`config.mk`:
```
export PLATFORM = sky130hd
export DESIGN_NAME = id_ex_stage
export DESIGN_NICKNAME = d
export VERILOG_FILES = /design/src/rtl/id_ex_stage.sv
export SDC_FILE = /design/constraint.sdc
export NUM_CORES = 1
export LEC_CHECK = 0
export BUFFER_PORTS_ARGS = -buffer_cell sky130_fd_sc_hd__buf_2
export CAP_MARGIN = 30
export CORE_AREA = 2 2 156 158
export DETAILED_ROUTE_END_ITERATION = 8
export DIE_AREA = 0 0 158 160
export HOLD_SLACK_MARGIN = 0.1
export SLEW_MARGIN = 20
export SYNTH_ARGS = -nofsm -noshare
export SYNTH_HDL_FRONTEND = slang
export SYNTH_SLANG_ARGS = --single-unit
export TNS_END_PERCENT = 50
```
`constraint.sdc`:
```
create_clock -name clk -period 1.5 [get_ports clk]
set_input_delay 0.075 -clock clk [delete_from_list [all_inputs] [get_ports clk]]
set_output_delay 0.075 -clock clk [all_outputs]
set_load 0.005 [all_outputs]
```
`src/rtl/id_ex_stage.sv`:
```
// id_ex_stage: RV32I decode/issue into a single-entry ID/EX register (operands, ALU select, control flags).
// Latency: 1 cycle from in_valid&in_ready to out_valid; outputs hold while out_valid & !out_ready.
// Backpressure: in_ready = (!out_valid | out_ready) & !stall; flush drops held and incoming entries.
// Option: define FORWARDING_EN to forward EX/WB results and stall only on load-use.
module id_ex_stage #(
  parameter int XLEN   = 32,
  parameter int REG_AW = 5
) (
  input  logic              clk,
  input  logic              rst_n,
  input  logic              in_valid,
  output logic              in_ready,
  input  logic [31:0]       in_instr,
  input  logic [XLEN-1:0]   in_pc,
  output logic [REG_AW-1:0] rf_rs1_addr,
  output logic [REG_AW-1:0] rf_rs2_addr,
  input  logic [XLEN-1:0]   rf_rs1_data,
  input  logic [XLEN-1:0]   rf_rs2_data,
  input  logic              flush,
  input  logic              ex_we,
  input  logic [REG_AW-1:0] ex_rd,
  input  logic [XLEN-1:0]   ex_data,
  input  logic              ex_is_load,
  input  logic              wb_we,
  input  logic [REG_AW-1:0] wb_rd,
  input  logic [XLEN-1:0]   wb_data,
  output logic              out_valid,
  input  logic              out_ready,
  output logic              out_branch,
  output logic [3:0]        out_func3,
  output logic [XLEN-1:0]   out_op_a,
  output logic [XLEN-1:0]   out_op_b,
  output logic [XLEN-1:0]   out_rs2,
  output logic [XLEN-1:0]   out_imm,
  output logic [XLEN-1:0]   out_pc,
  output logic [REG_AW-1:0] out_rd,
  output logic              out_rd_we,
  output logic              out_mem_rd,
  output logic              out_mem_wr,
  output logic              out_jump,
  output logic              out_illegal
);

  localparam logic [6:0] OPC_LUI    = 7'b0110111;
  localparam logic [6:0] OPC_AUIPC  = 7'b0010111;
  localparam logic [6:0] OPC_JAL    = 7'b1101111;
  localparam logic [6:0] OPC_JALR   = 7'b1100111;
  localparam logic [6:0] OPC_BRANCH = 7'b1100011;
  localparam logic [6:0] OPC_LOAD   = 7'b0000011;
  localparam logic [6:0] OPC_STORE  = 7'b0100011;
  localparam logic [6:0] OPC_OPIMM  = 7'b0010011;
  localparam logic [6:0] OPC_OP     = 7'b0110011;

  typedef struct packed {
    logic              branch;
    logic [3:0]        func3;
    logic [XLEN-1:0]   op_a;
    logic [XLEN-1:0]   op_b;
    logic [XLEN-1:0]   rs2;
    logic [XLEN-1:0]   imm;
    logic [XLEN-1:0]   pc;
    logic [REG_AW-1:0] rd;
    logic              rd_we;
    logic              mem_rd;
    logic              mem_wr;
    logic              jump;
    logic              illegal;
  } idex_t;

  // Sign-extend a 32-bit immediate to the datapath width.
  function automatic logic [XLEN-1:0] sext32(input logic [31:0] v);
    return {{(XLEN-31){v[31]}}, v[30:0]};
  endfunction

  logic [6:0]        opcode;
  logic [2:0]        funct3;
  logic [REG_AW-1:0] rs1, rs2, rd;
  logic              rs1_used, rs2_used;
  logic              ex_hit1, ex_hit2, wb_hit1, wb_hit2;
  logic [XLEN-1:0]   rs1_val, rs2_val;
  logic              stall, fire;
  idex_t             dec;
  idex_t             pl_q, pl_d;
  logic              out_valid_q, out_valid_d;

  assign opcode      = in_instr[6:0];
  assign funct3      = in_instr[14:12];
  assign rs1         = in_instr[19:15];
  assign rs2         = in_instr[24:20];
  assign rd          = in_instr[11:7];
  assign rf_rs1_addr = rs1;
  assign rf_rs2_addr = rs2;

  // Which register fields are real sources, so immediate bits never raise false hazards.
  always_comb begin
    rs1_used = 1'b0;
    rs2_used = 1'b0;
    unique case (opcode)
      OPC_OP, OPC_BRANCH, OPC_STORE: begin rs1_used = 1'b1; rs2_used = 1'b1; end
      OPC_OPIMM, OPC_LOAD, OPC_JALR: rs1_used = 1'b1;
      default: ;
    endcase
  end

  // x0 never matches: it neither forwards nor stalls.
  assign ex_hit1 = rs1_used && (rs1 != '0) && ex_we && (ex_rd == rs1);
  assign ex_hit2 = rs2_used && (rs2 != '0) && ex_we && (ex_rd == rs2);
  assign wb_hit1 = rs1_used && (rs1 != '0) && wb_we && (wb_rd == rs1);
  assign wb_hit2 = rs2_used && (rs2 != '0) && wb_we && (wb_rd == rs2);

`ifdef FORWARDING_EN
  // EX result is younger than WB, so it wins; only a load in EX has no data yet.
  assign rs1_val = ex_hit1 ? ex_data : (wb_hit1 ? wb_data : rf_rs1_data);
  assign rs2_val = ex_hit2 ? ex_data : (wb_hit2 ? wb_data : rf_rs2_data);
  assign stall   = (ex_hit1 || ex_hit2) && ex_is_load;
`else
  // Without bypass paths any pending write to a source holds the instruction.
  logic unused_fwd;
  assign unused_fwd = ^{ex_data, wb_data, ex_is_load};
  assign rs1_val    = rf_rs1_data;
  assign rs2_val    = rf_rs2_data;
  assign stall      = ex_hit1 || ex_hit2 || wb_hit1 || wb_hit2;
`endif

  assign in_ready = (!out_valid_q || out_ready) && !stall;
  assign fire     = in_valid && in_ready;

  // Decode the offered instruction into the ID/EX payload.
  always_comb begin
    dec       = '0;
    dec.pc    = in_pc;
    dec.rd    = rd;
    dec.rs2   = rs2_val;
    dec.op_a  = rs1_val;
    dec.op_b  = rs2_val;
    unique case (opcode)
      OPC_OP: begin
        dec.func3 = {in_instr[30], funct3};
        dec.rd_we = 1'b1;
      end
      OPC_OPIMM: begin
        dec.imm   = sext32({{20{in_instr[31]}}, in_instr[31:20]});
        dec.rd_we = 1'b1;
        if (funct3 == 3'b001 || funct3 == 3'b101) begin
          // Shifts: bit 30 selects arithmetic right shift, operand is the raw shamt.
          dec.func3 = {in_instr[30], funct3};
          dec.op_b  = XLEN'(in_instr[24:20]);
        end else begin
          dec.func3 = {1'b0, funct3};
          dec.op_b  = dec.imm;
        end
      end
      OPC_BRANCH: begin
        dec.branch = 1'b1;
        dec.func3  = {1'b0, funct3};
        dec.imm    = sext32({{19{in_instr[31]}}, in_instr[31], in_instr[7],
                             in_instr[30:25], in_instr[11:8], 1'b0});
      end
      OPC_LOAD: begin
        dec.imm    = sext32({{20{in_instr[31]}}, in_instr[31:20]});
        dec.op_b   = dec.imm;
        dec.mem_rd = 1'b1;
        dec.rd_we  = 1'b1;
      end
      OPC_STORE: begin
        dec.imm    = sext32({{20{in_instr[31]}}, in_instr[31:25], in_instr[11:7]});
        dec.op_b   = dec.imm;
        dec.mem_wr = 1'b1;
      end
      OPC_LUI: begin
        dec.imm   = sext32({in_instr[31:12], 12'b0});
        dec.op_a  = '0;
        dec.op_b  = dec.imm;
        dec.rd_we = 1'b1;
      end
      OPC_AUIPC: begin
        dec.imm   = sext32({in_instr[31:12], 12'b0});
        dec.op_a  = in_pc;
        dec.op_b  = dec.imm;
        dec.rd_we = 1'b1;
      end
      OPC_JAL: begin
        dec.imm   = sext32({{11{in_instr[31]}}, in_instr[31], in_instr[19:12],
                            in_instr[20], in_instr[30:21], 1'b0});
        dec.op_a  = in_pc;
        dec.jump  = 1'b1;
        dec.rd_we = 1'b1;
      end
      OPC_JALR: begin
        dec.imm   = sext32({{20{in_instr[31]}}, in_instr[31:20]});
        dec.jump  = 1'b1;
        dec.rd_we = 1'b1;
      end
      default: dec.illegal = 1'b1;
    endcase
    if (rd == '0) dec.rd_we = 1'b0;
  end

  // Next state of the pipeline entry: flush kills, capture on transfer, drain on consume.
  always_comb begin
    out_valid_d = out_valid_q;
    pl_d        = pl_q;
    if (flush) begin
      out_valid_d = 1'b0;
    end else if (fire) begin
      out_valid_d = 1'b1;
      pl_d        = dec;
    end else if (out_ready) begin
      out_valid_d = 1'b0;
    end
  end

  // ID/EX register; reset clears the held entry immediately.
  always_ff @(posedge clk or negedge rst_n) begin
    if (!rst_n) begin
      out_valid_q <= 1'b0;
      pl_q        <= '0;
    end else begin
      out_valid_q <= out_valid_d;
      pl_q        <= pl_d;
    end
  end

  assign out_valid   = out_valid_q;
  assign out_branch  = pl_q.branch;
  assign out_func3   = pl_q.func3;
  assign out_op_a    = pl_q.op_a;
  assign out_op_b    = pl_q.op_b;
  assign out_rs2     = pl_q.rs2;
  assign out_imm     = pl_q.imm;
  assign out_pc      = pl_q.pc;
  assign out_rd      = pl_q.rd;
  assign out_rd_we   = pl_q.rd_we;
  assign out_mem_rd  = pl_q.mem_rd;
  assign out_mem_wr  = pl_q.mem_wr;
  assign out_jump    = pl_q.jump;
  assign out_illegal = pl_q.illegal;

endmodule

```
# After elaboration in Yosys (flattened, before gate mapping)
# Cells that the tools add are included.
totals:
  regBits: 176
classes:
  n_eq_ne: 15
  n_mux: 18
  n_bitwise: 1
  n_reduce_logical: 32
op_table:
  columns: ["cell", "count"]
  rows:
  - ["32-bit case mux with 5 select lines", 1]
  - ["32-bit case mux with 4 select lines", 1]
  - ["32-bit case mux with 2 select lines", 1]
  - ["32-bit two-way mux", 1]
  - ["7-bit by 6-bit == test with 1-bit output (second input constant)", 3]
  - ["7-bit == test (second input constant)", 3]
  - ["5-bit == test", 4]
  - ["7-bit by 5-bit == test with 1-bit output (second input constant)", 2]
  - ["1-bit logical AND", 12]
  - ["1-bit two-way mux", 12]
  - ["4-bit case mux with 3 select lines", 1]
  - ["5-bit nonzero test", 2]
  - ["9-bit OR reduction", 1]
  - ["7-bit by 2-bit == test with 1-bit output (second input constant)", 1]
  - ["7-bit OR reduction", 1]
  - ["2-bit OR reduction", 3]
  - ["3-bit OR reduction", 2]
  - ["6-bit OR reduction", 1]
  - ["5-bit logical NOT", 1]
  - ["1-bit logical OR", 5]
  - ["4-bit two-way mux", 1]
  - ["3-bit by 1-bit == test with 1-bit output (second input constant)", 1]
  - ["3-bit == test (second input constant)", 1]
  - ["3-bit nonzero test", 1]
  - ["other kinds (3)", 4]

# Depth between registers and ports, before layout
depth:
  depth_word: 14
  depth_mapped: 10

# Worst setup path before layout
# Ideal clock, no wire load.
synth_path:
  path_type: "input to register"
  from: "input port in_instr[3]"
  to: "register pl_q, in the netlist out_rs2[10]"
  setup_time_ns: 0.128
  arrival_ns: 1.810
  t_required_ns: 1.372
  slack_ns: -0.438
  path_stages: 9
  n_path_buf: 3
  path_cell_list: "clkbuf_1 nor4bb_1 nand2_1 a21oi_1 a32oi_2 nand4b_1 buf_2 buf_4 mux2_1"
synth_via:
  elab_chain_cells: 13
  elab_cells_between_ends: 27
  cone_classes: "eq/ne (6); mux (2); reduce/logical (19)"
synth_rtl:
  columns: ["item", "line", "source"]
  rows:
  - ["from (decl)", "13", "input logic [31:0] in_instr,"]
  - ["7-bit == test (tied with other cells)", "98", "unique case (opcode)"]
  - ["6-bit OR reduction (no line) / 3-bit OR reduction (equally long branches)", null, null]
  - ["1-bit two-way mux", "98", null]
  - ["1-bit logical AND (on tied branches)", null, null]
  - ["1-bit logical AND (on tied branches) (2 in a row)", "106, 107", null]
  - ["1-bit logical OR (2 in a row)", "122", "assign stall = ex_hit1 || ex_hit2 || wb_hit1 || wb_hit2;"]
  - ["1-bit logical OR *", "122", null]
  - ["1-bit logical NOT *", "125", "assign in_ready = (!out_valid_q || out_ready) && !stall;"]
  - ["1-bit logical AND *", "125", null]
  - ["1-bit logical AND *", "126", "assign fire = in_valid && in_ready;"]
  - ["2-bit AND reduction (no line) *", null, null]
  - ["to (signal assigned)", "220", "pl_q <= pl_d;"]
  - ["to (decl)", "83", "idex_t pl_q, pl_d;"]
# Every way passes the cells marked *; elsewhere a longest branch is shown, timed or not.
# A chain may end at the register's enable or synchronous reset.

# Final worst setup path
layout_path:
  from: "input port in_instr[17]"
  to: "register pl_q, in the netlist out_op_b[20]"
layout_via:
  elab_chain_cells: 11
  elab_cells_between_ends: 15
  cone_classes: "eq/ne (2); reduce/logical (13)"
layout_rtl:
  columns: ["item", "line", "source"]
  rows:
  - ["5-bit nonzero test", "106, 108", null]
  - ["1-bit logical AND", "106, 108", null]
  - ["1-bit logical AND (2 in a row)", "106", "assign ex_hit1 = rs1_used && (rs1 != '0) && ex_we && (ex_rd == rs1);"]
  - ["1-bit logical OR", "122", null]
  - ["1-bit logical OR * (2 in a row)", "122", null]
  - ["1-bit logical NOT *", "125", null]
  - ["1-bit logical AND *", "125", null]
  - ["1-bit logical AND *", "126", null]
  - ["2-bit AND reduction (no line) *", null, null]
# Marks and branches as above.

==> metrics.md <==
| Metric | Value |
|---|---|
| Starting DRT DRC Count | 342 |
| Final Hold Fails | 0 |
| Async set or reset register ratio after synthesis | 1.00 |
| Max Slew Vio Count | 0 |
| R2r endpoint | out_op_b[20]$_DFFE_PN0P_ |
| Core Box Area | 23800 sq um |
| Gr usage total | 0.213 |
| CP Launch Point | in_instr[17] |
| Arr. time, crit path | 2090 ps |
| Critical Path RT | 1810 ps |
| Critical path peak fanout | 13 |
| Worst setup EP type | flop |
| Seq/Total Area, Yosys | 0.544 |
| Fmax | 561 MHz |
| TritonCTS clock tree | yes |
| Global-route wire length before repair | 41300 microns |
| Skew final | 5.40 ps |
| Post-synth EDFFs | 0 |
| Syn Area/Cell | 12.9 sq um |
| Row cnt | 57 |
| Adder-Cell Fraction of Synth Area | 0 |
| CTS buffer count | 17 |
| Port buffer count | 331 |
| Placer Congestion | 0.840 |
| Post-DR wirelength/cell | 18.7 microns |
| PwrDens | 1040 nW/um^2 |
| Max-slew headroom | 0.746 |
| Fin crit share | 1.19 |
| Util after Layout | 0.533 |
| Nets | 1327 |
| Setup ws final | -284 ps |
| Largest family of logic cells by synthesized area | multiplexers |
| Setup CP Type | in2reg |
| Flops & latches, synth | 176 |
| Via count | 7099 |
| DR pass1 iterations | 6 |
| Post-DP HPWL | 18400 microns |
| Die X | 158 microns |
| Clock latency on the worst-skew pair | 430 ps |
| Post-Synth XOR/XNOR Area | 0.0217 |
| Max-cap violations | 0 |
| Final worst path period need | 1780 ps |
| R2R depth | 6 |
| YS warnings | 0 |
| Crit path to | out_op_b[20]$_DFFE_PN0P_ |
| DR DRC count | 0 |
| Avg Vias per Cell | 4.88 |
| Post-synthesis compound-gate area fraction | 0.100 |
| Post-Synth Simple-Gate Area | 0.0456 |
| Max rail drop VDD | 0.000660 V |
| Status | complete, but fails checks |
| Worst reg2reg path startpoint | out_valid$_DFFE_PN0P_ |
| Worst hold path type | in2reg |
| Leakage power | 6.36 nW |
| Post-Syn Nets | 838 |
| Worst slew pin tran | 382 ps |
| Vias in the first global route | 7405 |
| Unrepaired setup endpoints after global routing | true |
| Final setup vio count | 176 |
| Post-placement cell count | 1296 |
| Violated checks | setup timing |
| Setup TNS | -37840 ps |
| Initial Util | 0.340 |
| Ports | 397 |
| Initial antenna violation count | 2 |
| Cell variety after synth | 43 |
| Cell area after synthesis | 8090 sq um |
| Clk slew on worst S/H paths | 70 ps |
| CTS root buf | clkbuf_16 |
| Post-Syn Instances | 628 |
| Full die area | 25300 sq um |
| Layout cells sized above 1 | 0.440 |
| Max clock buf depth | 2 |
| Worst hold slack | 116 ps |
| H-tree levels | 4 |
| Post-synthesis mux area share | 0.240 |
| Startpoint Class | input pin |
| Clock sinks | 176 |
| Finished Layout Cells | 1456 |
| Main flop type after synthesis | dfrtp_1 |
| R2R setup slack | -130 ps |
| Die Span Y | 160 microns |
| Pin count of the biggest net entering global routing | 46 |
| Remaining Overflow, GRT | 0 |
| Total Wirelength | 27300 microns |
| Routed Antenna Nets | 0 |
| P&R area growth vs syn | 57.1% |
[placed cells by master (no fill, tap or decap), types with 21 or more instances in the layout]
| cell type | synthesis | routed |
|---|---|---|
| buf_2 | 18 | 330 |
| dfrtp_1 | 176 | 176 |
| dlygate4sd3_1 | 0 | 118 |
| mux2_1 | 124 | 103 |
| buf_4 | 12 | 54 |
| nand2_1 | 45 | 45 |
| a22o_1 | 43 | 43 |
| inv_1 | 29 | 29 |
| mux2i_1 | 26 | 26 |
| mux2_2 | 25 | 25 |
| mux2_4 | 0 | 21 |
[kinds of logic after synthesis]
family          after synthesis
compound gates               97
xor+xnor                     20
flops                       176
mux                         175
simple gates                 76
buf+inv                      84
[layer usage]
layer  part of all wire  vias to the layer above  global-route usage
li1                   -                     3236                   -
met1               0.41                     3582               0.264
met2               0.50                      241               0.360
met3              0.057                       40              0.0459
met4              0.028                        0              0.0811
met5                  0                        -                   0
[cell usage after synthesis, types with 15 or more instances]
| library cell | n | share of area |
|---|---|---|
| a22o_1 | 43 | 0.047 |
| nand2_1 | 45 | 0.021 |
| buf_2 | 18 | 0.011 |
| inv_1 | 29 | 0.013 |
| dfrtp_1 | 176 | 0.54 |
| mux2i_1 | 26 | 0.032 |
| mux2_1 | 124 | 0.17 |
| mux2_2 | 25 | 0.035 |
| xnor2_1 | 20 | 0.022 |
| a221o_1 | 19 | 0.024 |
| clkbuf_1 | 21 | 0.0097 |
| a21oi_1 | 15 | 0.0093 |
[worst min path at each step]
stage	startpoint	endpoint	slack, ps	depth (start not counted)
3_3_place_gp	rst_n	out_rs2[27]$_DFFE_PN0P_	40	1
2_1_floorplan	rst_n	out_branch$_DFFE_PN0P_	-220	0
4_1_cts	in_instr[4]	out_mem_rd$_DFFE_PN0P_	100	5
5_1_grt	rst_n	out_imm[5]$_DFFE_PN0P_	150	2
6_report	in_instr[19]	out_imm[19]$_DFFE_PN0P_	120	4
3_5_place_dp	rst_n	out_rs2[27]$_DFFE_PN0P_	40	1
[registers in the layout, summed over array words and instances, names as in the netlist]
name / flops
out_illegal: 1
out_imm: 32
out_op_b: 32
out_func3: 4
out_rd_we: 1
out_rs2: 32
out_branch: 1
out_pc: 32
out_op_a: 32
out_mem_rd: 1
out_rd: 5
out_mem_wr: 1
out_valid: 1
out_jump: 1
[layout make-up]
cell class	count	area, sq um
clock buffer	18	429
multi-input combinational	368	3440
clock inverter	14	176
inverter	29	109
antenna	2	5.00
sequential	176	4400
fill	2114	11100
tap	324	405
timing repair buffer	525	3730
[timing repair]
| action | in CTS | in global routing |
|---|---|---|
| buffers inserted | 1 | 2 |
| setup endpoints to repair | 176 | 176 |
| gates cloned | 3 | 2 |
| endpoints found under the hold margin | 337 | 0 |
| resized for setup | 11 | 29 |
| pin swaps | 4 | 3 |
| hold buffers | 118 | 0 |
[stage by stage]
step                setup WS [ps]  cell area (sq um)  power (W)
floorplan                    -417               8100    0.00680
global placement             -687              10600    0.00816
detailed placement           -768              10600    0.00821
CTS                          -269              12500     0.0132
global route                 -334              12700     0.0139
finish                       -284              12700     0.0132
[worst max-delay path: stages]
cell and delay (ps):
buf_2 100, or4_4 550, o2bb2ai_4 130, a2111oi_2 60
a32oi_2 180, nand4b_1 190, buf_6 220, buf_8 140
buf_16 150, mux2_2 270
[report_power, final]
| part | total (W) | internal, W | leakage [nW] | switching, W |
|---|---|---|---|---|
| registers | 0.00575 | 0.00542 | 2.16 | 0.000330 |
| logic | 0.00280 | 0.00162 | 3.92 | 0.00119 |
| clock network | 0.00467 | 0.00253 | 0.286 | 0.00214 |
| total | 0.0132 | 0.00957 | 6.36 | 0.00366 |
No activity file was read; power rests on OpenSTA's default activity.
